==> src/rtl/lsu_pkg.sv <==
// Shared constants and types for the MEM-stage load/store unit.
package lsu_pkg;

  localparam logic [2:0] F3_B  = 3'b000;
  localparam logic [2:0] F3_H  = 3'b001;
  localparam logic [2:0] F3_W  = 3'b010;
  localparam logic [2:0] F3_BU = 3'b100;
  localparam logic [2:0] F3_HU = 3'b101;

  localparam int IDX_W = 6;

  typedef enum logic {
    IDLE      = 1'b0,
    RMW_WRITE = 1'b1
  } lsu_state_t;

endpackage

==> src/rtl/data_mem_lsu_if.sv <==
// Pipeline-side request/response bundle of the load/store unit.
interface data_mem_lsu_if;
  // Handshake: a request transfers on a cycle where req_valid & ready are both
  // high; the requester holds req_* stable until then. rsp_valid is a one-cycle
  // pulse per accepted request, and rsp_data/rsp_err are meaningful only with it.
  logic        req_valid;
  logic        req_write;
  logic [2:0]  req_funct3;
  logic [31:0] req_addr;
  logic [31:0] req_wdata;
  logic        ready;
  logic        rsp_valid;
  logic [31:0] rsp_data;
  logic        rsp_err;

  modport master (
    output req_valid, req_write, req_funct3, req_addr, req_wdata,
    input  ready, rsp_valid, rsp_data, rsp_err
  );

  modport slave (
    input  req_valid, req_write, req_funct3, req_addr, req_wdata,
    output ready, rsp_valid, rsp_data, rsp_err
  );
endinterface

==> src/rtl/lsu_lane_align.sv <==
// Byte/half lane handling: load extract+extend and store merge into a word.
module lsu_lane_align
  import lsu_pkg::*;
(
  input  logic [2:0]  funct3,
  input  logic [1:0]  offset,
  input  logic [31:0] word,
  input  logic [31:0] wdata,
  output logic [31:0] load_data,
  output logic [31:0] merge_data
);

  logic [7:0]  byte_v;
  logic [15:0] half_v;

  always_comb begin
    byte_v = word[{offset, 3'b000} +: 8];
    half_v = word[{offset[1], 4'b0000} +: 16];

    load_data = word;
    case (funct3)
      F3_B:    load_data = {{24{byte_v[7]}}, byte_v};
      F3_BU:   load_data = {24'h0, byte_v};
      F3_H:    load_data = {{16{half_v[15]}}, half_v};
      F3_HU:   load_data = {16'h0, half_v};
      default: load_data = word;
    endcase

    merge_data = word;
    case (funct3[1:0])
      2'b00:   merge_data[{offset, 3'b000} +: 8]      = wdata[7:0];
      2'b01:   merge_data[{offset[1], 4'b0000} +: 16] = wdata[15:0];
      default: merge_data = wdata;
    endcase
  end

endmodule

==> src/rtl/data_mem_lsu.sv <==
// MEM-stage load/store unit driving a word-addressed, async-read data memory;
// sub-word stores run as a two-cycle read-modify-write.
module data_mem_lsu
  import lsu_pkg::*;
(
  input  logic              clk,
  input  logic              rst_n,
  data_mem_lsu_if.slave     bus,
  output logic              mem_read,
  output logic              mem_write,
  output logic [IDX_W-1:0]  mem_addr,
  output logic [31:0]       mem_wdata,
  input  logic [31:0]       mem_rdata,
  output lsu_state_t        state_dbg
);

  lsu_state_t       state_q, state_d;
  logic             rsp_valid_q, rsp_valid_d;
  logic [31:0]      rsp_data_q, rsp_data_d;
  logic             rsp_err_q, rsp_err_d;
  logic [31:0]      merge_q, merge_d;
  logic [IDX_W-1:0] idx_q, idx_d;

  logic        ready;
  logic        accept;
  logic        legal_f3;
  logic        aligned;
  logic        ok;
  logic        sub_store;
  logic [31:0] load_data;
  logic [31:0] merge_data;

  lsu_lane_align u_align (
    .funct3     (bus.req_funct3),
    .offset     (bus.req_addr[1:0]),
    .word       (mem_rdata),
    .wdata      (bus.req_wdata),
    .load_data  (load_data),
    .merge_data (merge_data)
  );

  // Unsigned widths exist only for loads; 011/11x are never legal.
  always_comb begin
    legal_f3 = 1'b0;
    case (bus.req_funct3)
      F3_B, F3_H, F3_W: legal_f3 = 1'b1;
      F3_BU, F3_HU:     legal_f3 = ~bus.req_write;
      default:          legal_f3 = 1'b0;
    endcase

    aligned = 1'b0;
    case (bus.req_funct3[1:0])
      2'b00:   aligned = 1'b1;
      2'b01:   aligned = ~bus.req_addr[0];
      2'b10:   aligned = (bus.req_addr[1:0] == 2'b00);
      default: aligned = 1'b0;
    endcase
  end

  assign ok        = legal_f3 & aligned;
  assign sub_store = bus.req_write & (bus.req_funct3[1:0] != 2'b10);
  assign ready     = (state_q == IDLE) & rst_n;
  assign accept    = bus.req_valid & ready;

  always_comb begin
    state_d     = state_q;
    rsp_valid_d = 1'b0;
    rsp_data_d  = 32'h0;
    rsp_err_d   = 1'b0;
    merge_d     = merge_q;
    idx_d       = idx_q;
    mem_read    = 1'b0;
    mem_write   = 1'b0;
    mem_addr    = '0;
    mem_wdata   = 32'h0;

    case (state_q)
      IDLE: begin
        if (accept) begin
          rsp_valid_d = 1'b1;
          if (!ok) begin
            rsp_err_d = 1'b1;
          end else if (!bus.req_write) begin
            mem_read   = 1'b1;
            mem_addr   = bus.req_addr[7:2];
            rsp_data_d = load_data;
          end else if (!sub_store) begin
            mem_write = 1'b1;
            mem_addr  = bus.req_addr[7:2];
            mem_wdata = bus.req_wdata;
          end else begin
            mem_read    = 1'b1;
            mem_addr    = bus.req_addr[7:2];
            merge_d     = merge_data;
            idx_d       = bus.req_addr[7:2];
            rsp_valid_d = 1'b0;
            state_d     = RMW_WRITE;
          end
        end
      end
      RMW_WRITE: begin
        mem_write   = 1'b1;
        mem_addr    = idx_q;
        mem_wdata   = merge_q;
        rsp_valid_d = 1'b1;
        state_d     = IDLE;
      end
      default: state_d = IDLE;
    endcase

    // A reset landing on the write cycle must not reach the memory.
    if (!rst_n) begin
      mem_read  = 1'b0;
      mem_write = 1'b0;
      mem_addr  = '0;
      mem_wdata = 32'h0;
    end
  end

  always_ff @(posedge clk) begin
    if (!rst_n) begin
      state_q     <= IDLE;
      rsp_valid_q <= 1'b0;
      rsp_data_q  <= 32'h0;
      rsp_err_q   <= 1'b0;
      merge_q     <= 32'h0;
      idx_q       <= '0;
    end else begin
      state_q     <= state_d;
      rsp_valid_q <= rsp_valid_d;
      rsp_data_q  <= rsp_data_d;
      rsp_err_q   <= rsp_err_d;
      merge_q     <= merge_d;
      idx_q       <= idx_d;
    end
  end

  assign bus.ready     = ready;
  assign bus.rsp_valid = rsp_valid_q;
  assign bus.rsp_data  = rsp_data_q;
  assign bus.rsp_err   = rsp_err_q;
  assign state_dbg     = state_q;

endmodule

==> src/flat_wrapper.sv <==
// flat-port wrapper written by rule: the top's interface ports become plain ports
module data_mem_lsu_flat import lsu_pkg::*;
  (clk, rst_n, mem_read, mem_write, mem_addr, mem_wdata, mem_rdata, state_dbg, bus_req_valid, bus_req_write, bus_req_funct3, bus_req_addr, bus_req_wdata, bus_ready, bus_rsp_valid, bus_rsp_data, bus_rsp_err);
  data_mem_lsu_if bus_i ();
  input  logic clk;
  input  logic rst_n;
  output logic mem_read;
  output logic mem_write;
  output logic [IDX_W-1:0] mem_addr;
  output logic [31:0] mem_wdata;
  input  logic [31:0] mem_rdata;
  output lsu_state_t state_dbg;
  input wire logic [$bits(bus_i.req_valid)-1:0] bus_req_valid;
  input wire logic [$bits(bus_i.req_write)-1:0] bus_req_write;
  input wire logic [$bits(bus_i.req_funct3)-1:0] bus_req_funct3;
  input wire logic [$bits(bus_i.req_addr)-1:0] bus_req_addr;
  input wire logic [$bits(bus_i.req_wdata)-1:0] bus_req_wdata;
  output wire logic [$bits(bus_i.ready)-1:0] bus_ready;
  output wire logic [$bits(bus_i.rsp_valid)-1:0] bus_rsp_valid;
  output wire logic [$bits(bus_i.rsp_data)-1:0] bus_rsp_data;
  output wire logic [$bits(bus_i.rsp_err)-1:0] bus_rsp_err;
  assign bus_i.req_valid = bus_req_valid;
  assign bus_i.req_write = bus_req_write;
  assign bus_i.req_funct3 = bus_req_funct3;
  assign bus_i.req_addr = bus_req_addr;
  assign bus_i.req_wdata = bus_req_wdata;
  assign bus_ready = bus_i.ready;
  assign bus_rsp_valid = bus_i.rsp_valid;
  assign bus_rsp_data = bus_i.rsp_data;
  assign bus_rsp_err = bus_i.rsp_err;
  data_mem_lsu u_core (.clk(clk), .rst_n(rst_n), .bus(bus_i), .mem_read(mem_read), .mem_write(mem_write), .mem_addr(mem_addr), .mem_wdata(mem_wdata), .mem_rdata(mem_rdata), .state_dbg(state_dbg));
endmodule
==> config.mk <==
export PLATFORM = sky130hd
export DESIGN_NAME = data_mem_lsu_flat
export DESIGN_NICKNAME = d
export VERILOG_FILES = /design/src/rtl/lsu_pkg.sv /design/src/rtl/data_mem_lsu_if.sv /design/src/rtl/lsu_lane_align.sv /design/src/rtl/data_mem_lsu.sv /design/src/flat_wrapper.sv
export SDC_FILE = /design/constraint.sdc
export NUM_CORES = 1
export LEC_CHECK = 0
export ABC_AREA = 1
export BUFFER_PORTS_ARGS = -buffer_cell sky130_fd_sc_hd__buf_2
export CAP_MARGIN = 5
export CORE_MARGIN = 4
export CORE_UTILIZATION = 53
export DETAILED_ROUTE_END_ITERATION = 6
export PLACE_DENSITY = 0.91
export RECOVER_POWER = 100
export SYNTH_ARGS = -nofsm -noshare
export SYNTH_HDL_FRONTEND = slang
export SYNTH_HIERARCHICAL = 1
export SYNTH_SLANG_ARGS = --single-unit
export TNS_END_PERCENT = 20
==> constraint.sdc <==
create_clock -name clk -period 3 [get_ports clk]
set_clock_uncertainty 0.15 [all_clocks]
set_input_delay 0.6 -clock clk [delete_from_list [all_inputs] [get_ports clk]]
set_output_delay 0.6 -clock clk [all_outputs]
set_load 0.01 [all_outputs]
After elaboration in Yosys (flattened, before gate mapping)
Index checks and enable logic that the tools add are counted.
- register bits after elaboration: 73
- word-level logic and storage cells: 76
- bits of input ports: 103
- output and inout port bits: 76
- reductions and logical operators: 8
- bitwise gates (word level): 10
- add/sub/neg operators: 2
- shift-type cells: 6
- mux-type cells: 37
- equality and inequality tests: 7
- operators with widths (operator ; count):
    $mux W32 ; 5
    $pmux W32 S2 ; 2
    $pmux W32 S4 ; 1
    $bwmux W32 ; 2
    $shift A16 B7 Y32 const A ; 1
    $shift A8 B7 Y32 const A ; 1
    $shiftx A16 B7 Y32 ; 1
    $shiftx A32 B6 Y16 ; 1
    $shiftx A32 B6 Y8 ; 1
    $shiftx A8 B7 Y32 ; 1
    $mux W1 ; 18
    $mux W6 ; 3
    $neg A5 Y7 ; 2
    $pmux W6 S2 ; 1
    $pmux W1 S2 ; 4
    $eq A3 B3 Y1 const B ; 2
    $not A1 Y1 ; 6
    $reduce_or A3 Y1 ; 2
    $reduce_and A5 Y1 ; 1
    $reduce_or A5 Y1 ; 1
    $and A1 B1 Y1 ; 4
    $logic_not A2 Y1 ; 2
    $eq A3 B1 Y1 const B ; 1
    $eq A3 B2 Y1 const B ; 1
    6 further kinds ; 6

Longest topological paths before layout
- depth in word-level cells: 8
- depth in mapped cells: 14
- depth with buffers taken out: 11

Hierarchy
Netlist, hierarchy kept.
- modules (own cells, without submodules) (module ; cells an instance ; area each (um^2) ; instances):
    data_mem_lsu ; 625 ; 3913.8 ; 1
    lsu_lane_align ; 447 ; 2052.0 ; 1

Least setup slack after synthesis
OpenSTA, ideal clock, no wires.
- path type: in2reg
- start: input bus_req_addr[0]
- end: register u_core.merge_q[1]
- cell stages on the path: 14
- arrival time: 2151 ps
- library setup time: 110 ps
- setup slack: 589 ps
- path through: buf_2 > inv_1 > buf_2 > ha_1 > clkbuf_1 > inv_1 > nand2_1 > o21ai_0 > nand2_1 > nand3_1 > inv_1 > nand4_1 > nand2_1 > nor2_1
- longest elaborated chain between the ends: 4
- elaborated cells on any way between the ends: 10
- those cells by class: add/sub (1); shift (2); mux (3); bitwise (2); reduce/logical (2)
- RTL lines (item ; RTL line ; text):
    from (decl) ; flat_wrapper.sv:16 ; input wire logic [$bits(bus_i.req_addr)-1:0] bus_req_addr;
    $neg A5 Y7 * ; lsu_lane_align.sv:31 ; 2'b00: merge_data[{offset, 3'b000} +: 8] = wdata[7:0];
    $shiftx A8 B7 Y32 or $shift A8 B7 Y32 (tied branches) ; lsu_lane_align.sv:31 ;
    $bwmux W32 * ; lsu_lane_align.sv:31 ;
    $pmux W32 S2 * ; lsu_lane_align.sv:30 ; case (funct3[1:0])
    named net u_core.merge_data[1] ; data_mem_lsu.sv:31 ; logic [31:0] merge_data;
    to (signal assigned) ; data_mem_lsu.sv:133 ; merge_q <= merge_d;
    to (decl) ; data_mem_lsu.sv:21 ; logic [31:0] merge_q, merge_d;
Mark *: on every way through the listed nets, which the timed path passes. The rest lies on a longest branch.
A chain may end at the register's enable or synchronous reset.

Worst setup path after layout
- start: input bus_req_addr[0]
- end: output mem_wdata[0]
- longest elaborated chain between the ends: 7
- elaborated cells on any way between the ends: 8
- those cells by class: mux (5); bitwise (2); reduce/logical (1)
- RTL lines (item ; RTL line ; text):
    $logic_not A2 Y1 or $not A1 Y1 (tied branches) ; data_mem_lsu.sv:55, data_mem_lsu.sv:54 ;
    $pmux W1 S3 * ; data_mem_lsu.sv:52 ; case (bus.req_funct3[1:0])
    $and A1 B1 Y1 * ; data_mem_lsu.sv:60 ; assign ok = legal_f3 & aligned;
    $mux W32 * ; data_mem_lsu.sv:81 ; if (!ok) begin
    $mux W32 * ; data_mem_lsu.sv:79 ; if (accept) begin
    $pmux W32 S2 * ; data_mem_lsu.sv:77 ; case (state_q)
    $mux W32 * ; data_mem_lsu.sv:112 ; if (!rst_n) begin
    to (decl) ; flat_wrapper.sv:10 ; output logic [31:0] mem_wdata;
Mark *: on every way between the ends. The rest lies on a longest branch, timed or not.

==> metrics.md <==
| Metric | Value |
|---|---|
| Arr. time, crit path | `1910 ps` |
| Final TNS setup | `0 ps` |
| Largest family of logic cells by synthesized area | `simple AND/OR/NAND/NOR gates` |
| Unrepaired setup endpoints after global routing | `false` |
| Gate power share | `22.7%` |
| Setup violators final | `0` |
| DIE AREA | `13000 µm²` |
| Number of diodes | `0` |
| Synthesized area | `5970 µm²` |
| Status | `finished, violations left` |
| Pre-antenna DRT Iters | `7` |
| Fin nets | `1300` |
| Final Cycle Share | `88.8%` |
| Die Y | `114 µm` |
| Simple-gate share of the synthesized area | `42.1%` |
| Lkg Pwr | `3.52 nW` |
| WL/cell | `15.0 µm` |
| Io pins | `179` |
| Post-synthesis average cell area | `5.57 µm²` |
| Delay of the slowest cell on the worst path | `240 ps` |
| Post-layout worst setup margin | `337 ps` |
| Hold_buf cts | `0` |
| Vias in the first global route | `6700` |
| Final Routed Wirelength | `20100 µm` |
| Final weighted congestion in routability-driven placement | `0.960` |
| Synthesized netlist cell count | `1072` |
| Mux cell area share after synthesis | `0%` |
| Die W | `114 µm` |
| Cell variety after synth | `26` |
| Initial antenna violation count | `0` |
| Port Buffers | `154` |
| CTS tree | `yes` |
| Clock latency on the worst-skew pair | `340 ps` |
| PD cells | `396 nW/µm²` |
| CORE AREA | `10900 µm²` |
| Met3 WL | `1810 µm` |
| Detailed Place HPWL | `14200 µm` |
| Mapped Nets | `1180` |
| Clk buf depth | `2` |
| Area occupied by multi-input gates | `3370 µm²` |
| Max Freq | `0.376 GHz` |
| Flop pwr share | `35.8%` |
| # rows | `38` |
| XOR/XNOR Fraction of Synth Area | `0%` |
| Pint | `1.92 mW` |
| Worst Path Max Fanout | `53` |
| Switching power | `0.869 mW` |
| Global route overflow | `0` |
| Synthesis-to-layout area growth | `18.1%` |
| Total number of vias | `7345` |
| Worst Tran Pin Value | `1210 ps` |
| Final-report hold violation count | `0` |
| Rel. slew slack | `19.1%` |
| Post-synthesis adder-cell area fraction | `1.05%` |
| CP Data Required Time | `2250 ps` |
| Failing checks | `DRC` |
| Clk sinks | `73` |
| YS warnings | `6` |
| Storage cell area | `1460 µm²` |
| Critical path class | `input port to output pin` |
| Overall routing resource usage | `30.3%` |
| # Max-Cap Violations | `0` |
| Starting Density | `54.6%` |
| Dpl cells | `1321` |
| Ratio of cells with drive above 1 in the final layout | `11.2%` |
| Final non-filler cell total | `1337` |
| Yosys reg bits | `73` |
| Maximum VDD drop | `246 µV` |
| Compound-Gate Fraction of Synth Area | `13.6%` |
| Clk network pwr share | `41.5%` |
| Met2 wire length | `9420 µm` |
| Worst path slowest cell | `buf_12` |
| Postcts setup bufs | `0` |
| Met1 Wirelength | `8110 µm` |
| First-pass GRT wire length | `32200 µm` |
| CTS-repair resized insts | `0` |
| Fin crit period | `2660 ps` |
| Switch share | `31.1%` |
| Cts bufs inserted | `9` |
| Clock slew at reported path FFs | `60 ps` |
| Sequential fraction of the synthesis area | `24.5%` |
| DP Worst Slack | `437 ps` |
| Cell Chain, Critical Path | `clkbuf_1 > nand2_1 > nand3_1 > nand2_2 > buf_12 > nand3b_1 > a21oi_1 > clkbuf_1` |
| CTS root buf | `clkbuf_16` |
| Largest net degree at the start of global routing | `54` |
| Vias/cell | `5.49` |
| Crit start category | `input port` |
| Filler Cell Count | `1042` |
| DRC Markers | `2` |
| DRT antenna net count | `0` |
| Crit. End Element | `output pin` |
| Highest metal used | `met4` |
| H-tree levels | `3` |
| Worst Hold Class | `flip-flop to flip-flop` |
| Drt initial violations | `1073` |
| CP dominant cell by count | `clkbuf_1` |
| Final Max Slew Viols | `0` |
sequential cells by signal, indices dropped and copies added (netlist names):
signal                cells
u_core/bus.rsp_valid      1
u_core/state_dbg          1
u_core/idx_q              6
u_core/bus.rsp_data      32
u_core/bus.rsp_err        1
u_core/merge_q           32
final timing paths:
path,start,end,slack [ps],cells past startpoint
worst min register to register,u_core/state_dbg$_SDFF_PN0_,u_core/bus.rsp_valid$_SDFF_PN0_,360,2
worst max-delay path,bus_req_addr[0],mem_wdata[0],340,8
worst max register to register,u_core/state_dbg$_SDFF_PN0_,u_core/merge_q[29]$_SDFFE_PN0P_,410,9
worst min-delay path,u_core/state_dbg$_SDFF_PN0_,u_core/bus.rsp_valid$_SDFF_PN0_,360,2
cell usage after synthesis:
cell type | n | area share [%]
clkbuf_1 | 31 | 2.0
buf_6 | 3 | 0.57
o211ai_1 | 4 | 0.50
o21ai_0 | 55 | 4.6
a21oi_1 | 74 | 6.2
buf_2 | 32 | 2.7
nor2_1 | 79 | 5.0
o21ai_2 | 1 | 0.15
nand3_2 | 2 | 0.34
nor3_1 | 7 | 0.59
inv_1 | 201 | 13
o21ai_1 | 1 | 0.084
nand4_1 | 46 | 4.8
nor2_2 | 3 | 0.31
nand2_1 | 291 | 18
buf_1 | 6 | 0.38
dfxtp_1 | 73 | 24
a22oi_1 | 16 | 2.0
ha_1 | 5 | 1.0
buf_4 | 1 | 0.13
clkinv_1 | 1 | 0.063
nand2_2 | 3 | 0.31
nor2_4 | 1 | 0.19
nand3b_1 | 32 | 4.0
inv_2 | 6 | 0.38
nand3_1 | 98 | 8.2
layout by cell type (no fill, tap or decap):
cell       Yosys  layout
clkbuf_16      0       9
bufinv_16      0       2
ha_1           5       5
inv_2          6       5
a22oi_1       16      16
nand3_1       98      99
nand2_1      291     291
clkbuf_2       0       3
nand3b_1      32      32
nand3_2        2       1
nand4_1       46      46
buf_2         32      79
inv_6          0       1
dfxtp_1       73      73
buf_4          1      19
o211ai_1       4       4
clkbuf_1      31      76
a21oi_1       74      74
o21ai_1        1       1
o21ai_0       55      55
o21ai_2        1       1
clkinv_1       1       1
clkinv_2       0       3
nand2_2        3       3
nor3_1         7       7
buf_12         0       5
nor2_4         1       1
inv_1        201     202
clkinv_4       0       1
nor2_2         3       1
nor2_1        79      81
cells by family (layout without fill, tap and decap cells):
group / Yosys count / after routing
and+or+nand+nor: 562 / 562
buffers and inverters: 281 / 406
DFF: 73 / 73
adders and majority gates: 5 / 5
AOI/OAI and AO/OA: 151 / 151
worst max-delay path: cells and delay by family:
kind / cells / cell delay (ps)
and+or+nand+nor: 4 / 440
AOI/OAI and AO/OA: 1 / 200
buffers and inverters: 3 / 630
final cells by class:
type,instances,area share [%]
Clock inverter,7,1.31
Inverter,208,11.1
Sequential cell,73,20.7
Timing Repair Buffer,182,13.3
Clock buffer,9,3.20
Multi-Input combinational cell,718,47.9
Tap cell,140,2.49
metal layers:
metal  GRT usage [%]  up-vias
li1                -     3605
met1            39.1     3247
met2            49.6      423
met3            4.92       70
met4            13.8        0
met5               0        -
metrics by stage:
stage                     area [µm²]  util, %  hold WS (ps)  power, mW
after floorplan                 5970        -           336       1.42
after global placement          6860     62.7           317       1.63
after detailed placement        6860     62.7           325       1.64
after CTS                       7170     65.6           340       2.79
after global routing            7050     64.4           403       2.92
final                           7050     64.4           357       2.79
power groups by stage:
stage	Combinational, mW	Clock [mW]	Sequential [mW]
6_report	0.635	1.16	0.999
5_1_grt	0.702	1.21	1.00
4_1_cts	0.624	1.17	0.998
3_5_place_dp	0.618	0	1.02
3_3_place_gp	0.609	0	1.02
2_1_floorplan	0.396	0	1.02
No activity file was read; power rests on OpenSTA's default activity.
